===== src/rtl/rtc_timekeeper.sv =====
// Hours:minutes:seconds timekeeper with prescaler, run/pause, validated load,
// minute-resolution alarm, rollover strobes and a 12-hour display view.
module rtc_timekeeper #(
   parameter int CLK_DIV = 1,
   parameter int DIV_W   = $clog2(CLK_DIV > 1 ? CLK_DIV : 2)
) (
   input  logic       clk,
   input  logic       reset,
   input  logic       run,
   input  logic       load,
   input  logic [4:0] load_hr,
   input  logic [5:0] load_min,
   input  logic [5:0] load_sec,
   input  logic       alarm_en,
   input  logic [4:0] alarm_hr,
   input  logic [5:0] alarm_min,
   output logic [4:0] hours,
   output logic [5:0] minutes,
   output logic [5:0] seconds,
   output logic [3:0] hours12,
   output logic       pm,
   output logic       tick,
   output logic       min_roll,
   output logic       day_roll,
   output logic       alarm,
   output logic       load_err
);

   localparam logic [DIV_W-1:0] PRESC_MAX = DIV_W'(CLK_DIV - 1);

   logic [DIV_W-1:0] r_presc;
   logic [4:0]       r_hours;
   logic [5:0]       r_minutes;
   logic [5:0]       r_seconds;
   logic             r_tick;
   logic             r_min_roll;
   logic             r_day_roll;
   logic             r_alarm;
   logic             r_load_err;

   logic [DIV_W-1:0] w_presc_nxt;
   logic             w_term;
   logic             w_load_ok;
   logic             w_sec_wrap;
   logic             w_min_wrap;
   logic             w_hr_wrap;
   logic [4:0]       w_nxt_hr;
   logic [5:0]       w_nxt_min;
   logic [5:0]       w_nxt_sec;
   logic             w_alarm_hit;
   logic [3:0]       w_hours12;

   // With CLK_DIV=1 the prescaler is pinned at 0, so every run cycle is terminal.
   assign w_presc_nxt = (r_presc == PRESC_MAX) ? '0 : r_presc + 1'b1;
   assign w_term      = run && (r_presc == PRESC_MAX);
   assign w_load_ok   = (load_hr <= 5'd23) && (load_min <= 6'd59) && (load_sec <= 6'd59);

   assign w_sec_wrap = (r_seconds == 6'd59);
   assign w_min_wrap = w_sec_wrap && (r_minutes == 6'd59);
   assign w_hr_wrap  = w_min_wrap && (r_hours == 5'd23);

   always_comb begin
      // NOTE: every output of a combinational block gets a default first; a
      // path that leaves one unassigned would otherwise infer a latch.
      w_nxt_sec = r_seconds + 6'd1;
      w_nxt_min = r_minutes;
      w_nxt_hr  = r_hours;
      if (w_sec_wrap) begin
         w_nxt_sec = 6'd0;
         w_nxt_min = r_minutes + 6'd1;
         if (w_min_wrap) begin
            w_nxt_min = 6'd0;
            w_nxt_hr  = w_hr_wrap ? 5'd0 : r_hours + 5'd1;
         end
      end
   end

   // New seconds are 0 exactly when they wrap; an out-of-range alarm can never
   // equal a legal time, so no explicit range check is needed here.
   assign w_alarm_hit = alarm_en && w_sec_wrap &&
                        (w_nxt_hr == alarm_hr) && (w_nxt_min == alarm_min);

   always_ff @(posedge clk) begin
      // NOTE: state registers use non-blocking assignments so every register
      // samples the pre-edge values, independent of statement order.
      if (reset) begin
         r_presc    <= '0;
         r_hours    <= 5'd0;
         r_minutes  <= 6'd0;
         r_seconds  <= 6'd0;
         r_tick     <= 1'b0;
         r_min_roll <= 1'b0;
         r_day_roll <= 1'b0;
         r_alarm    <= 1'b0;
         r_load_err <= 1'b0;
      end else begin
         r_tick     <= 1'b0;
         r_min_roll <= 1'b0;
         r_day_roll <= 1'b0;
         r_alarm    <= 1'b0;
         r_load_err <= 1'b0;
         if (load && w_load_ok) begin
            r_hours   <= load_hr;
            r_minutes <= load_min;
            r_seconds <= load_sec;
            r_presc   <= '0;
         end else begin
            r_load_err <= load;
            if (run) r_presc <= w_presc_nxt;
            // A rejected load still claims the edge: the prescaler keeps counting
            // but the time does not advance.
            if (w_term && !load) begin
               r_seconds  <= w_nxt_sec;
               r_minutes  <= w_nxt_min;
               r_hours    <= w_nxt_hr;
               r_tick     <= 1'b1;
               r_min_roll <= w_sec_wrap;
               r_day_roll <= w_hr_wrap;
               r_alarm    <= w_alarm_hit;
            end
         end
      end
   end

   always_comb begin
      w_hours12 = r_hours[3:0];
      if (r_hours == 5'd0)      w_hours12 = 4'd12;
      else if (r_hours > 5'd12) w_hours12 = 4'(r_hours - 5'd12);
   end

   assign hours    = r_hours;
   assign minutes  = r_minutes;
   assign seconds  = r_seconds;
   assign hours12  = w_hours12;
   assign pm       = (r_hours >= 5'd12);
   assign tick     = r_tick;
   assign min_roll = r_min_roll;
   assign day_roll = r_day_roll;
   assign alarm    = r_alarm;
   assign load_err = r_load_err;

endmodule


===== config.mk =====
export PLATFORM = sky130hd
export DESIGN_NAME = rtc_timekeeper
export DESIGN_NICKNAME = d
export VERILOG_FILES = /design/src/rtl/rtc_timekeeper.sv
export SDC_FILE = /design/constraint.sdc
export NUM_CORES = 1
export LEC_CHECK = 0
export BUFFER_PORTS_ARGS = -buffer_cell sky130_fd_sc_hd__buf_4
export CORE_UTILIZATION = 40
export CTS_CLUSTER_DIAMETER = 120
export DETAILED_ROUTE_END_ITERATION = 10
export GPL_TIMING_DRIVEN = 0
export PLACE_DENSITY = 0.67
export SYNTH_ARGS = -nofsm -noshare
export SYNTH_HDL_FRONTEND = slang
export SYNTH_SLANG_ARGS = --single-unit

===== constraint.sdc =====
create_clock -name clk -period 2.5 [get_ports clk]
set_input_delay 0.5 -clock clk [delete_from_list [all_inputs] [get_ports clk]]
set_output_delay 0.5 -clock clk [all_outputs]
set_load 0.02 [all_outputs]

==> impl_metrics.sql <==
INSERT INTO impl_metrics (metric_group, metric, value, unit) VALUES
('power', 'max-vdd-ir-drop', '0.188', 'mV'),
('logic_synthesis', 'synth_cell_type_count', '52', ''),
('critical_path', 'timing.setup.critical_path_class', 'reg -> reg', ''),
('finish', 'area_growth_syn_to_layout', '31.8', '%'),
('sta', 'setup_repair_after_global_routing_missed_its_margin', 'no', ''),
('sta', 'finClkSkew', '0.00579', 'ns'),
('die', 'rows', '23', ''),
('sta', 'number_of_slew_limit_violations_in_the_final_report', '0', ''),
('logic_synthesis', 'syn_nets', '266', ''),
('finish', 'regArea', '442', 'µm²'),
('finish', 'design.final.nets', '330', ''),
('power', 'p_per_area', '406', 'mW/mm²'),
('sta', 'maxClockFrequency', '0.436', 'GHz'),
('die', 'core-area', '0.00409', 'mm²'),
('critical_path', 'timing.reg2reg.setup_slack', '0.20', 'ns'),
('worst_hold_path', 'whs_path_depth', '2', ''),
('sta', 'final-setup-viol-count', '0', ''),
('global_route', 'globalRouteOverflowTotal', '0', ''),
('cts', 'clock_tree_from_tritoncts', 'done', ''),
('die', 'floorplan.die.width', '68.1', 'µm'),
('die', 'ioPinCount', '60', ''),
('logic_synthesis', 'synth_warnings', '0', ''),
('place', 'port_buffers', '59', ''),
('finish', 'n_antenna_cell', '0', ''),
('sta', 'timing.final.crit_period', '2.30', 'ns'),
('logic_synthesis', 'proportion_of_synthesized_flip_flops_having_asynchronous_set_or_reset', '0', ''),
('finish', 'n_fill_cell', '416', ''),
('logic_synthesis', 'post_synth_edffs', '0', ''),
('sta', 'totalNegativeSetupSlack', '0', 'ns'),
('power', 'p_leak', '0.944', 'nW'),
('finish', 'multi_input_area', '0.00120', 'mm²'),
('cts', 'clock_latency', '0.27', 'ns'),
('global_route', 'grt_pass1_wl', '8190', 'µm'),
('detailed_routing', 'vias_per_cell', '5.83', ''),
('detailed_routing', 'ant_nets', '0', ''),
('cts', 'clock_sinks', '22', ''),
('critical_path', 'setup.worst_path.end_class', 'register', ''),
('critical_path', 'critPathRequiredTime', '2.69', 'ns'),
('power', 'power.switching', '0.000314', 'W'),
('detailed_routing', 'drc_errors', '0', ''),
('critical_path', 'r2r-end', 'alarm$_SDFF_PP0_', ''),
('die', 'die_area', '0.00464', 'mm²'),
('die', 'start_util', '0.428', ''),
('die', 'die_h', '68.1', 'µm'),
('cts', 'cts.repair.resized', '0', ''),
('detailed_routing', 'drt_pre_antenna_iters', '4', ''),
('place', 'dp_hpwl', '3960', 'µm'),
('finish', 'layout.cells.most_common_list', '60 x buf_4, 21 x nand2_1, 21 x dfxtp_1', ''),
('cts', 'clk_root_buffer_cell', 'clkbuf_8', ''),
('logic_synthesis', 'post_synth_instance_area', '0.00175', 'mm²'),
('critical_path', 'worst_r2r_startpoint', 'minutes[1]$_SDFFE_PP0P_', ''),
('detailed_routing', 'dr_total_vias', '1969', ''),
('power', 'power.switching_fraction', '0.335', ''),
('global_route', 'grt_start_max_net_pins', '12', ''),
('critical_path', 'endpoint_arrival_time_on_the_critical_path', '2.48', 'ns'),
('power', 'intPower', '0.000623', 'W'),
('finish', 'drive_above_1_share', '0.278', ''),
('global_route', 'antenna_found_initial', '0', ''),
('cts', 'cts_hold_repair.buffers', '0', ''),
('global_route', 'grt_pass1_vias', '1683', ''),
('logic_synthesis', 'synth_sequential_area_ratio', '0.252', ''),
('finish', 'leading_cell_type_in_the_layout_fill_and_taps_excluded', 'buf_4', ''),
('cts', 'number_of_buffers_created_by_cts', '3', ''),
('cts', 'post-cts-setup-buffer-count', '0', ''),
('run_status', 'outcome', 'finished clean', ''),
('detailed_routing', 'drt_wl_total', '5190', 'µm'),
('critical_path', 'worstRegToRegCells', '8', ''),
('sta', 'maxSlewHeadroom', '0.639', ''),
('critical_path', 'critPathLaunchType', 'register', ''),
('job', 'cap_viol_max_count', '0', ''),
('sta', 'worst_pin_slew', '0.535', 'ns');
==> cells by family after synthesis <==
kind of cell / Yosys count / synth area share
and+or+nand+nor: 91 / 0.280
AOI/OAI and AO/OA: 69 / 0.280
buffers and inverters: 24 / 0.0680
DFF: 22 / 0.252
xor gates and xnor gates: 11 / 0.0551
adders and majority gates: 7 / 0.0501
muxes: 2 / 0.0143
==> per-stage QoR <==
stage	hold slack, ns	util	area (µm²)	instances	setup slack (ns)
after floorplan	0.569	-	1750	226	0.229
after global placement	0.502	0.552	2250	335	0.118
after detailed placement	0.515	0.552	2250	335	0.117
after CTS	0.418	0.562	2300	338	0.0639
after global routing	0.432	0.564	2310	338	0.0504
final	0.417	0.564	2310	338	0.205
==> worst max path at each step <==
| stage | start | to | slack, ns | cells after the start |
|---|---|---|---|---|
| 3_5_place_dp | hours[3]$_SDFFE_PP0P_ | alarm$_SDFF_PP0_ | 0.12 | 9 |
| 5_1_grt | minutes[1]$_SDFFE_PP0P_ | alarm$_SDFF_PP0_ | 0.05 | 8 |
| 2_1_floorplan | minutes[0]$_SDFFE_PP0P_ | alarm$_SDFF_PP0_ | 0.23 | 8 |
| 3_3_place_gp | minutes[0]$_SDFFE_PP0P_ | alarm$_SDFF_PP0_ | 0.12 | 8 |
| 6_report | minutes[1]$_SDFFE_PP0P_ | alarm$_SDFF_PP0_ | 0.20 | 8 |
| 4_1_cts | hours[2]$_SDFFE_PP0P_ | hours12[3] | 0.06 | 7 |
==> cell type report <==
| cell class | count | share of cell area |
|---|---|---|
| Multi-Input combinational cell | 180 | 0.519 |
| Timing Repair Buffer | 59 | 0.192 |
| Sequential cell | 22 | 0.192 |
| Buffer | 17 | 0.0412 |
| Tap cell | 50 | 0.0271 |
| Clock buffer | 3 | 0.0179 |
| Inverter | 7 | 0.0114 |
==> sequential cells by signal, summed over array words and instances (netlist names) <==
register and flops:
load_err 1, seconds 6, day_roll 1, hours 5, minutes 6, tick 1
alarm 1, min_roll 1
==> power by group through the flow <==
stage          sequential, W  combinational [W]  clock (W)
4_1_cts             0.000400           0.000309   0.000227
6_report            0.000400           0.000311   0.000225
2_1_floorplan       0.000428           0.000157          0
3_3_place_gp        0.000408           0.000308          0
5_1_grt             0.000406           0.000338   0.000244
3_5_place_dp        0.000408           0.000308          0
==> routing by layer <==
metal / GRT usage / vias to the layer above / wire [µm]
met2: 0.364 / 47 / 2450
met4: 0.0677 / 0 / 57
li1: - / 972 / -
met3: 0.0250 / 6 / 176
met5: 0 / - / 0
met1: 0.344 / 944 / 2500
==> cell usage after synthesis (2+ instances only) <==
cell type	number	area share
dfxtp_1	22	0.25
nand2_1	21	0.045
nor2_1	18	0.039
a21oi_1	17	0.049
nand3_1	12	0.034
o21ai_0	12	0.034
clkbuf_1	11	0.024
ha_1	7	0.050
inv_1	7	0.015
and3_1	6	0.021
nor3_1	6	0.017
xor2_1	6	0.030
or3_1	5	0.018
xnor2_1	5	0.025
a22oi_1	4	0.017
o211ai_1	4	0.017
a211oi_1	3	0.013
a221oi_1	3	0.015
a311oi_1	3	0.015
a31oi_1	3	0.011
a32oi_1	3	0.015
buf_6	3	0.019
nand2b_1	3	0.011
nand3b_1	3	0.013
nand4_1	3	0.011
nor3b_1	3	0.013
a2111oi_0	2	0.010
a21boi_0	2	0.0086
a222oi_1	2	0.011
and3b_1	2	0.010
buf_2	2	0.0057
nor4_1	2	0.0072
o22ai_1	2	0.0072
==> worst max-delay path: stages, from the launching register on <==
cell and delay [ns]:
dfxtp_1 0.42, ha_1 0.17, buf_4 0.17, and3b_1 0.27
nand3_1 0.16, mux2_4 0.34, a2111oi_4 0.30, nand3_1 0.12
nor4_2 0.26
(Power assumes the default switching activity.)
